[src/rtl/fire_ofm_writer_pkg.sv]
`default_nettype none
// ============================================================================
//  Module : fire_ofm_writer_pkg
//  Brief  : Shared FSM state encoding and pixel-count helper for the
//           layer output-feature-map writers.
//  Rev    : 1.0  initial release
// ============================================================================
package fire_ofm_writer_pkg;

  // Writer FSM state encoding
  localparam logic [1:0] c_ST_IDLE  = 2'd0;
  localparam logic [1:0] c_ST_ARMED = 2'd1;
  localparam logic [1:0] c_ST_WRITE = 2'd2;
  localparam logic [1:0] c_ST_DONE  = 2'd3;

  // Pixels per channel of a square WOUT x WOUT feature map
  function automatic int pix_count(input int wout);
    return wout * wout;
  endfunction

endpackage
`default_nettype wire

[src/rtl/fire_ofm_writer.sv]
`default_nettype none
// ============================================================================
//  Module : fire_ofm_writer
//  Brief  : Captures a DSP_NO-wide conv-layer output vector on each sample
//           pulse and writes it channel-major into the next layer's feature
//           map RAM, one word per cycle. Pulses ram_feedback once every
//           pixel of the layer has been written.
//  Rev    : 1.0  initial release
// ============================================================================
module fire_ofm_writer
  import fire_ofm_writer_pkg::*;
#(
  parameter int WOUT   = 32,
  parameter int DSP_NO = 32,
  parameter int WIDTH  = 16,
  parameter int ADDR_W = $clog2(DSP_NO * WOUT * WOUT)
) (
  input  logic              clk,
  input  logic              rst,
  input  logic              layer_en,
  input  logic              ofm_sample,
  input  logic [WIDTH-1:0]  ofm [0:DSP_NO-1],
  output logic              ram_we,
  output logic [ADDR_W-1:0] ram_addr,
  output logic [WIDTH-1:0]  ram_wdata,
  output logic              ram_feedback,
  output logic              busy,
  output logic              overflow
);

  localparam int c_PIX   = pix_count(WOUT);
  localparam int c_PIX_W = (c_PIX > 1) ? $clog2(c_PIX) : 1;
  localparam int c_CH_W  = (DSP_NO > 1) ? $clog2(DSP_NO) : 1;

  localparam logic [c_PIX_W-1:0] c_PIX_LAST = c_PIX_W'(c_PIX - 1);
  localparam logic [c_CH_W-1:0]  c_CH_LAST  = c_CH_W'(DSP_NO - 1);
  localparam logic [ADDR_W-1:0]  c_CH_STEP  = ADDR_W'(c_PIX);

  logic [1:0]         state_q, state_d;
  logic [c_PIX_W-1:0] pix_q, pix_d;
  logic [c_CH_W-1:0]  ch_q, ch_d;
  logic [ADDR_W-1:0]  addr_q, addr_d;
  logic               fb_q, fb_d;
  logic               ovf_q, ovf_d;
  logic [WIDTH-1:0]   buf_q [0:DSP_NO-1];
  logic               capture;

  // Next-state logic: arm, capture, serialize channel by channel, finish
  always_comb begin
    state_d = state_q;
    pix_d   = pix_q;
    ch_d    = ch_q;
    addr_d  = addr_q;
    fb_d    = 1'b0;
    // A sample landing while serializing is dropped and flagged for good
    ovf_d   = ovf_q | (ofm_sample & (state_q == c_ST_WRITE));
    capture = 1'b0;

    case (state_q)
      c_ST_IDLE: begin
        if (layer_en) begin
          state_d = c_ST_ARMED;
        end
      end

      c_ST_ARMED: begin
        if (!layer_en) begin
          state_d = c_ST_IDLE;
          pix_d   = '0;
          ch_d    = '0;
        end else if (ofm_sample) begin
          capture = 1'b1;
          state_d = c_ST_WRITE;
          ch_d    = '0;
          // Channel 0 of this pixel lives at address pix
          addr_d  = ADDR_W'(pix_q);
        end
      end

      c_ST_WRITE: begin
        if (!layer_en) begin
          state_d = c_ST_IDLE;
          pix_d   = '0;
          ch_d    = '0;
        end else if (ch_q == c_CH_LAST) begin
          ch_d = '0;
          if (pix_q == c_PIX_LAST) begin
            state_d = c_ST_DONE;
            fb_d    = 1'b1;
          end else begin
            pix_d   = pix_q + 1'b1;
            state_d = c_ST_ARMED;
          end
        end else begin
          ch_d   = ch_q + 1'b1;
          // Stride to the same pixel of the next channel plane
          addr_d = addr_q + c_CH_STEP;
        end
      end

      c_ST_DONE: begin
        if (!layer_en) begin
          state_d = c_ST_IDLE;
          pix_d   = '0;
          ch_d    = '0;
        end
      end

      default: begin
        state_d = c_ST_IDLE;
        pix_d   = '0;
        ch_d    = '0;
      end
    endcase
  end

  // Control state registers with asynchronous active-low reset
  always_ff @(posedge clk or negedge rst) begin
    if (!rst) begin
      state_q <= c_ST_IDLE;
      pix_q   <= '0;
      ch_q    <= '0;
      addr_q  <= '0;
      fb_q    <= 1'b0;
      ovf_q   <= 1'b0;
    end else begin
      state_q <= state_d;
      pix_q   <= pix_d;
      ch_q    <= ch_d;
      addr_q  <= addr_d;
      fb_q    <= fb_d;
      ovf_q   <= ovf_d;
    end
  end

  // Capture buffer: data-path only, contents are don't-care after reset
  generate
    for (genvar g = 0; g < DSP_NO; g++) begin : g_buf
      always_ff @(posedge clk) begin
        if (capture) begin
          buf_q[g] <= ofm[g];
        end
      end
    end
  endgenerate

  // Writes stop in the same cycle the layer is disarmed
  assign ram_we       = (state_q == c_ST_WRITE) & layer_en;
  assign ram_addr     = addr_q;
  assign ram_wdata    = ram_we ? buf_q[ch_q] : '0;
  assign ram_feedback = fb_q;
  assign busy         = (state_q == c_ST_WRITE);
  assign overflow     = ovf_q;

endmodule
`default_nettype wire

[config.mk]
export PLATFORM = sky130hd
export DESIGN_NAME = fire_ofm_writer
export DESIGN_NICKNAME = d
export VERILOG_FILES = /design/src/rtl/fire_ofm_writer_pkg.sv /design/src/rtl/fire_ofm_writer.sv
export SDC_FILE = /design/constraint.sdc
export NUM_CORES = 1
export LEC_CHECK = 0
export CAP_MARGIN = 10
export CORE_AREA = 2 2 212 214
export DETAILED_ROUTE_END_ITERATION = 6
export DIE_AREA = 0 0 214 216
export GPL_ROUTABILITY_DRIVEN = 0
export PLACE_DENSITY = 0.79
export SETUP_SLACK_MARGIN = 0.02
export SLEW_MARGIN = 40
export SYNTH_ARGS = -nofsm -noshare
export SYNTH_HDL_FRONTEND = slang
export SYNTH_SLANG_ARGS = --single-unit
[constraint.sdc]
create_clock -name clk -period 17.81 [get_ports clk]
set_input_delay 5.343 -clock clk [delete_from_list [all_inputs] [get_ports clk]]
set_output_delay 5.343 -clock clk [all_outputs]
set_load 0.01 [all_outputs]
### Word level (Yosys, flattened, before mapping)

Memory sizes are Yosys's and may differ from the RTL's.
Index checks and enable logic that the tools add are counted.

* register bits after elaboration: 34
* RAM bits: 512
* input bits: 516
* output and inout bits: 35
* logic and storage cells: 71
* memories kept: 1

Memory list
* buf_q: words 32, width 16, read ports 1, clocked after memory_dff 0, wr ports 32, RTL line fire_ofm_writer.sv:45 `logic [WIDTH-1:0] buf_q [0:DSP_NO-1];`

* add/sub/neg operators: 3
* eq/ne operators: 15
* mux-type cells: 34
* bitwise logic cells: 3
* reduce and logical (&&, ||, !) cells: 9

Operator list (count)
* 15-bit two-way mux: 4
* 10-bit two-way mux: 4
* 15-bit one-hot mux with 2 select lines: 1
* 5-bit two-way mux: 5
* 10-bit one-hot mux with 2 select lines: 1
* 16-bit two-way mux: 1
* 15-bit by 11-bit adder with 15-bit output, second input constant: 1
* 5-bit one-hot mux with 3 select lines: 1
* 2-bit two-way mux: 7
* 2-bit != test, second input constant: 7
* 10-bit by 1-bit adder with 10-bit output, second input constant: 1
* 10-bit equality test, second input constant: 1
* 1-bit two-way mux: 9
* 2-bit one-hot mux with 4 select lines: 1
* 4-bit AND reduction: 2
* 3-bit != test, second input constant: 2
* 5-bit by 1-bit adder with 5-bit output, second input constant: 1
* 5-bit equality test, second input constant: 1
* 5-bit AND reduction: 1
* 2-bit equality test, second input constant: 2
* 2-bit nonzero test: 2
* 3-bit by 2-bit != test with 1-bit output, second input constant: 1
* 3-bit AND reduction: 1
* 3-bit nonzero test: 1
* 5 further kinds: 6

### Depth between registers and ports, before layout

Gate-level depths: netlist of the first run.

* depth in word-level cells: 5
* depth in mapped cells: 10
* depth with buffers taken out: 8

### Worst setup path after synthesis of the first run

Ideal clock, no wire load.

* kind: input-to-reg
* from: input port ofm_sample
* to: memory buf_q[0][0] (enable)
* setup time: 1076 ps
* arrival: 19813 ps
* data required time: 16734 ps
* path slack: -3079 ps
* stages on the path: 5
* buffers on the path: 1
* path through: inv_1 -> nor3b_1 -> nand2_1 -> inv_1 -> buf_1

RTL lines
* from (decl): RTL line fire_ofm_writer.sv:21 `input logic ofm_sample,`
* to (decl): RTL line fire_ofm_writer.sv:45

### Final worst setup path of the first run

* from: input port layer_en
* to: output port ram_wdata[3]

* longest elaborated chain between the ends: 2

RTL lines
* from (decl): RTL line fire_ofm_writer.sv:20 `input logic layer_en,`
* 1-bit AND: RTL line fire_ofm_writer.sv:148 `assign ram_we = (state_q == c_ST_WRITE) & layer_en;`
* 16-bit two-way mux: RTL line fire_ofm_writer.sv:150 `assign ram_wdata = ram_we ? buf_q[ch_q] : '0;`
* to (decl): RTL line fire_ofm_writer.sv:25 `output logic [WIDTH-1:0] ram_wdata,`

No other way between the ends.

==> results of run 1 <==
==> registers in the layout (all words and copies together) (netlist names) <==
name / count
overflow: 1
ch_q: 5
ram_addr: 15
buf_q: 512
state_q: 2
pix_q: 10
ram_feedback: 1
==> path summary, 6_finish.rpt <==
| check | to |
|---|---|
| min in group asynchronous | ram_addr[3] |
| max in group asynchronous | ch_q[1] |
| hold / removal | ram_addr[3] |
| setup / recovery | ram_wdata[3] |
| setup reg to reg | pix_q[9] |
| hold reg to reg | ram_addr[3] |
==> critical path: cells and delay by family <==
kind                   cells  cell delay, ns
AO/OA/AOI/OAI              2            0.65
buffers and inverters      2            1.26
AND/OR/NAND/NOR            2            0.93
==> metrics by stage <==
step / std cells / util
floorplan: 979 / -
global placement: 2080 / 0.6214
detailed placement: 2084 / 0.6240
CTS: 2185 / 0.6655
global route: 2196 / 0.6662
finish: 2198 / 0.6664
==> layout by cell type (no fill, tap or decap), drive strengths merged, types with 5 or more instances in the layout <==
cell,n
a21oi,20
a221o,16
a221oi,12
buf,17
bufinv,5
clkbuf,70
clkdlybuf4s50,550
clkinv,25
dfrtp,34
diode,13
edfxtp,512
mux2i,44
mux4,128
nand2,53
nand3,7
nor2,25
nor2b,5
o21ai,15
==> metal layers <==
metal,global-route usage,up-vias,share of wire
met5,0,-,0.0014
met2,0.4320,658,0.51
met1,0.2917,6223,0.34
met3,0.08541,146,0.096
li1,-,5255,-
met4,0.1387,14,0.050
==> cell type report <==
type,count,area share
clock inverters,31,0.01032
inverters,4,0.0009423
repair buffers,567,0.1963
multi-input cells,375,0.1581
well taps,592,0.02536
flip-flops and latches,546,0.5559
diodes,13,0.001114
clock buffers,70,0.05196
==> cells by family after synthesis <==
group                    synth area share
XOR/XNOR                         0.001239
flip-flops                         0.7652
multiplexers                       0.1588
adder cells (fa/ha/maj)          0.002360
buffers and inverters             0.01770
AO/OA/AOI/OAI                     0.03098
AND/OR/NAND/NOR                   0.02372
==> power groups by stage <==
stage	combinational, mW	sequential [mW]	clock (mW)
6_report	0.339	1.47	1.16
5_1_grt	0.361	1.48	1.22
4_1_cts	0.344	1.47	1.18
3_5_place_dp	0.342	1.50	0
3_3_place_gp	0.328	1.50	0
2_1_floorplan	0.170	1.51	0
==> out/metrics.csv, run 1 <==
stage;metric;value;unit
cts;Worst-Skew Late Latency;0.61;ns
route;total wire length;59620;µm
worst_setup_path;R2R Setup Slk;14.46;ns
finish;# fillers;2877;
worst_setup_path;beginning of the critical path;layer_en;
sta;skew final;0.02700;ns
cts;htree depth;2;
finish;Area growth syn-to-layout;37.75;%
route;via/cell ratio;5.594;
logic_synthesis;Synth Flop Type;edfxtp_1;
global_route;initial antenna violation count;18;
global_route;gr ovfl total;0;
sta;fmax;73.94;MHz
power_and_ir_drop;sequential power share;0.496;
route;routed via count;12300;
logic_synthesis;Unique masters post-synth;41;
cts;clock root buffer master;clkbuf_16;
global_route;All-Layer GR Usage;0.2568;
finish;finished layout cell area;29210;µm²
logic_synthesis;Mapped Cells;979;
logic_synthesis;mapped cell area;21210;µm²
status;status;completed;
sta;Final period util;0.7593;
worst_setup_path;Crit Path Max Fanout;17;
sta;final hold violation count;0;
power_and_ir_drop;pwr dens;101.7;nW/µm²
global_route;largest net degree at the start of global routing;130;
finish;layout cells sized above 1;0.1594;
worst_setup_path;worst r2r src;ch_q[2];
worst_setup_path;WP data arrival;8.18;ns
route;DRC;0;
route;First DRT Iteration DRCs;1034;
cts;# clock sinks;546;
logic_synthesis;most instantiated cells after synthesis;edfxtp_1, mux4_2, nand2_1, mux2i_1, dfrtp_1;
die;IO Count;551;
die;die area;46220;µm²
worst_setup_path;slowest CP cell;clkdlybuf4s50_1;
run;Max-cap violations;0;
worst_hold_path;Hold Crit Depth;2;
logic_synthesis;post-synthesis async set-or-reset flop share;0.06227;
route;Routed Antenna Nets;0;
worst_setup_path;crit-path cells;clkdlybuf4s50_1, nor2b_1, nand2_2, a221o_1, a31oi_1, clkdlybuf4s50_1;
place;dpl ws;4.337;ns
logic_synthesis;Yosys reg bits;546;
sta;relative slew slack;0.4984;
power_and_ir_drop;switch share;0.2149;
finish;post-layout net count;2069;
place;dpl cell area;27350;µm²
finish;Multi-input gate area;4619;µm²
power_and_ir_drop;VDD IR max;0.00007812;V
global_route;vias in the first global route;13000;
die;Starting Density;0.4837;
logic_synthesis;cell with the most instances after synthesis;edfxtp_1;
sta;RSZ-0062 raised after global routing;no;
power_and_ir_drop;Pint;2.331;mW
die;Die Height;216;µm
power_and_ir_drop;overall power;2.969;mW
route;iteration count of the initial detailed-routing pass;5;
worst_setup_path;cell mode on critical path;clkdlybuf4s50_1;
place;IO Port Bufs;550;
logic_synthesis;register area share after synthesis;0.7652;
cts;CTS tree;built;
power_and_ir_drop;Gate power share;0.114;
cts;hold_buf cts;0;
cts;postcts setup bufs;0;
route;Routed WL per cell;27.13;µm
worst_setup_path;critical path's largest stage delay;0.69;ns
worst_setup_path;Crit. End Element;output port;
sta;final setup violation count;0;
worst_hold_path;Worst Hold Launch;ram_addr[3];
logic_synthesis;Synth area leaders;edfxtp_1, mux4_2, dfrtp_1, mux2i_1, nand2_1;
global_route;global-route wire length before repair;84480;µm
logic_synthesis;EDFF count, synth;512;
worst_setup_path;Worst Setup Start Kind;input pin;
logic_synthesis;Syn. warnings;0;
cts;Clock Tree Buf Depth;3;
worst_setup_path;Crit Path Category;input pin to output port;
worst_setup_path;R2R cell count;8;
cts;Reg clk slew, reported paths;0.06;ns
worst_setup_path;CP required;12.47;ns
finish;Storage cell area;16240;µm²
logic_synthesis;area fraction of the dominant cell type after synthesis;0.7250;
sta;Tmin final;13.52;ns
logic_synthesis;Syn Nets;1499;
sta;Max Slew Vio Count;0;
sta;final setup TNS;0;ns
die;Rows;77;
logic_synthesis;Synth area leader;edfxtp_1;
sta;Tightest Pin Transition;0.7524;ns
power_and_ir_drop;leakage;9.516;nW
power_and_ir_drop;Clock power frac;0.389;
die;die width;214;µm
cts;total CTS buffers;55;
cts;PostCTS Resize Cnt;0;
logic_synthesis;Syn Area/Cell;21.66;µm²
worst_hold_path;Worst Hold Class;register to register;
die;core area;43840;µm²
sta;Setup WS post-layout;4.286;ns
power_and_ir_drop;sw power;0.6383;mW
sta;hold_ws;0.4875;ns
place;Detailed Place HPWL;43130;µm
Power figures use the tool's default switching activity.
==> inputs of run 2 (changes only) <==
==> constraint.sdc (replaced) <==
create_clock -name clk -period 12.5 [get_ports clk]
set_input_delay 3.75 -clock clk [delete_from_list [all_inputs] [get_ports clk]]
set_output_delay 3.75 -clock clk [all_outputs]
set_load 0.01 [all_outputs]
==> run 2 against run 1 <==
Sequential share of layout area rose by 0.14 points; first-iteration DRC count rose by 12%; sequential power rose by 43%; total power rose by 41%; critical endpoint is now ram_wdata[6]; largest cell class unchanged.
==> out/metrics.csv, run 2 (synthesis results as in run 1) <==
stage;metric;value;unit;change
sta;skew final;0.02734;ns;+0.0003398 ns
place;Detailed Place HPWL;42590;µm;-1.3%
finish;Area growth syn-to-layout;37.40;%;
sta;Max Slew Vio Count;0;;unchanged
power_and_ir_drop;VDD IR max;0.0001273;V;+63%
die;core area;43840;µm²;unchanged
sta;hold_ws;0.4802;ns;-0.007243 ns
cts;CTS tree;built;;
sta;relative slew slack;0.4506;;-0.04781
worst_setup_path;crit-path cells;clkdlybuf4s50_1, nor2b_1, nand2_2, a221o_1, a21oi_1, clkdlybuf4s50_1;;
finish;Largest Register;buf_q;;
worst_setup_path;Crit Path Max Fanout;17;;unchanged
global_route;All-Layer GR Usage;0.2576;;+0.0007311
place;IO Port Bufs;550;;unchanged
sta;fmax;97.23;MHz;
cts;htree depth;2;;unchanged
sta;Final period util;0.8228;;
worst_hold_path;Worst Hold Class;register to register;;
sta;RSZ-0062 raised after global routing;no;;
cts;# clock sinks;546;;unchanged
finish;# fillers;2856;;-0.73%
route;routed via count;12150;;-1.2%
global_route;vias in the first global route;13000;;+0.0077%
finish;fin cells;2198;;unchanged
cts;hold_buf cts;0;;unchanged
die;die width;214;µm;unchanged
cts;Worst-Skew Late Latency;0.61;ns;about the same
route;total wire length;59510;µm;-0.19%
run;Max-cap violations;0;;unchanged
route;Routed Antenna Nets;0;;unchanged
status;status;completed;;
worst_setup_path;slowest CP cell;clkdlybuf4s50_1;;
worst_setup_path;Crit path max-delay family;buffers and inverters;;
global_route;global-route wire length before repair;84810;µm;+0.39%
finish;Storage cell area;16240;µm²;unchanged
sta;final hold violation count;0;;unchanged
sta;final setup violation count;0;;unchanged
sta;final setup TNS;0;ns;unchanged
worst_setup_path;cell mode on critical path;clkdlybuf4s50_1;;
route;DRC;0;;unchanged
finish;Multi-input gate area;4616;µm²;about the same
route;iteration count of the initial detailed-routing pass;5;;unchanged
worst_setup_path;buffers plus inverters on the worst setup path;2;;unchanged
sta;Tmin final;10.28;ns;
die;die area;46220;µm²;unchanged
global_route;gr ovfl total;0;;unchanged
die;Die Height;216;µm;unchanged
route;First DRT Iteration DRCs;1161;;+12%
finish;commonest non-fill, non-tap cell in the layout;clkdlybuf4s50_1;;
cts;PostCTS Resize Cnt;0;;unchanged
worst_setup_path;WP data arrival;6.53;ns;-1.65 ns
cts;clock root buffer master;clkbuf_16;;
cts;Clock Tree Buf Depth;3;;unchanged
sta;Tightest Pin Transition;0.8011;ns;+0.04879 ns
cts;postcts setup bufs;0;;unchanged
worst_setup_path;critical path's largest stage delay;0.70;ns;about the same
power_and_ir_drop;overall power;4.178;mW;+41%
finish;most frequent cells in the layout;clkdlybuf4s50_1, edfxtp_1, mux4_2;;
power_and_ir_drop;pwr dens;143.4;nW/µm²;+41%
worst_setup_path;CP required;8.75;ns;-3.72 ns
die;Starting Density;0.4837;;unchanged
die;Rows;77;;unchanged
worst_setup_path;Crit. End Element;output port;;
power_and_ir_drop;leakage;9.473;nW;-0.46%
worst_setup_path;Worst Setup Start Kind;input pin;;
place;placed cell count;2083;;-0.048%
worst_setup_path;Crit Path Category;input pin to output port;;
route;via/cell ratio;5.527;;-1.2%
die;IO Count;551;;unchanged
cts;Reg clk slew, reported paths;0.06;ns;about the same
global_route;largest net degree at the start of global routing;153;;+18%
finish;max reg flops;512;;unchanged
cts;total CTS buffers;56;;+1.8%
global_route;initial antenna violation count;16;;-2
finish;post-layout net count;2070;;+0.048%
route;Routed WL per cell;27.07;µm;-0.19%
finish;layout cells sized above 1;0.1570;;-0.002412
## run 2: final cells by class
cell class	count	share of cell area
well taps	592	0.02542
clock inverters	30	0.009104
flip-flops and latches	546	0.5573
repair buffers	567	0.1971
inverters	4	0.0009447
diodes	14	0.001202
clock buffers	70	0.05059
multi-input cells	375	0.1584
## run 2: layer usage
layer / global-route usage / routed length, µm
met5: 0 / 41
met1: 0.3000 / 20580
met2: 0.4420 / 30650
met3: 0.07047 / 5557
met4: 0.1280 / 2671
## run 2: metrics by stage
stage	util	cell area (µm²)	worst slack (ns)
global placement	0.6214	27240	2.055
finish	0.6647	29140	2.215
CTS	0.6634	29080	2.266
global route	0.6646	29130	2.126
detailed placement	0.6237	27340	2.322
floorplan	-	21210	0.7963
## run 2: power breakdown
part           internal, mW  switching (mW)
registers              2.07          0.0299
clock network         0.915           0.680
logic                 0.289           0.194
## run 2: final timing paths
kind | startpoint | endpoint | slack (ns) | cells past startpoint
setup / recovery | layer_en | ram_wdata[6] | 2.22 | 6
hold / removal | overflow | overflow | 0.48 | 1
setup reg to reg | state_q[0] | buf_q[19][14] | 9.10 | 5
hold reg to reg | overflow | overflow | 0.48 | 1
max in group asynchronous | rst | ch_q[2] | 8.57 | 2
min in group asynchronous | rst | ram_addr[4] | 3.58 | 2
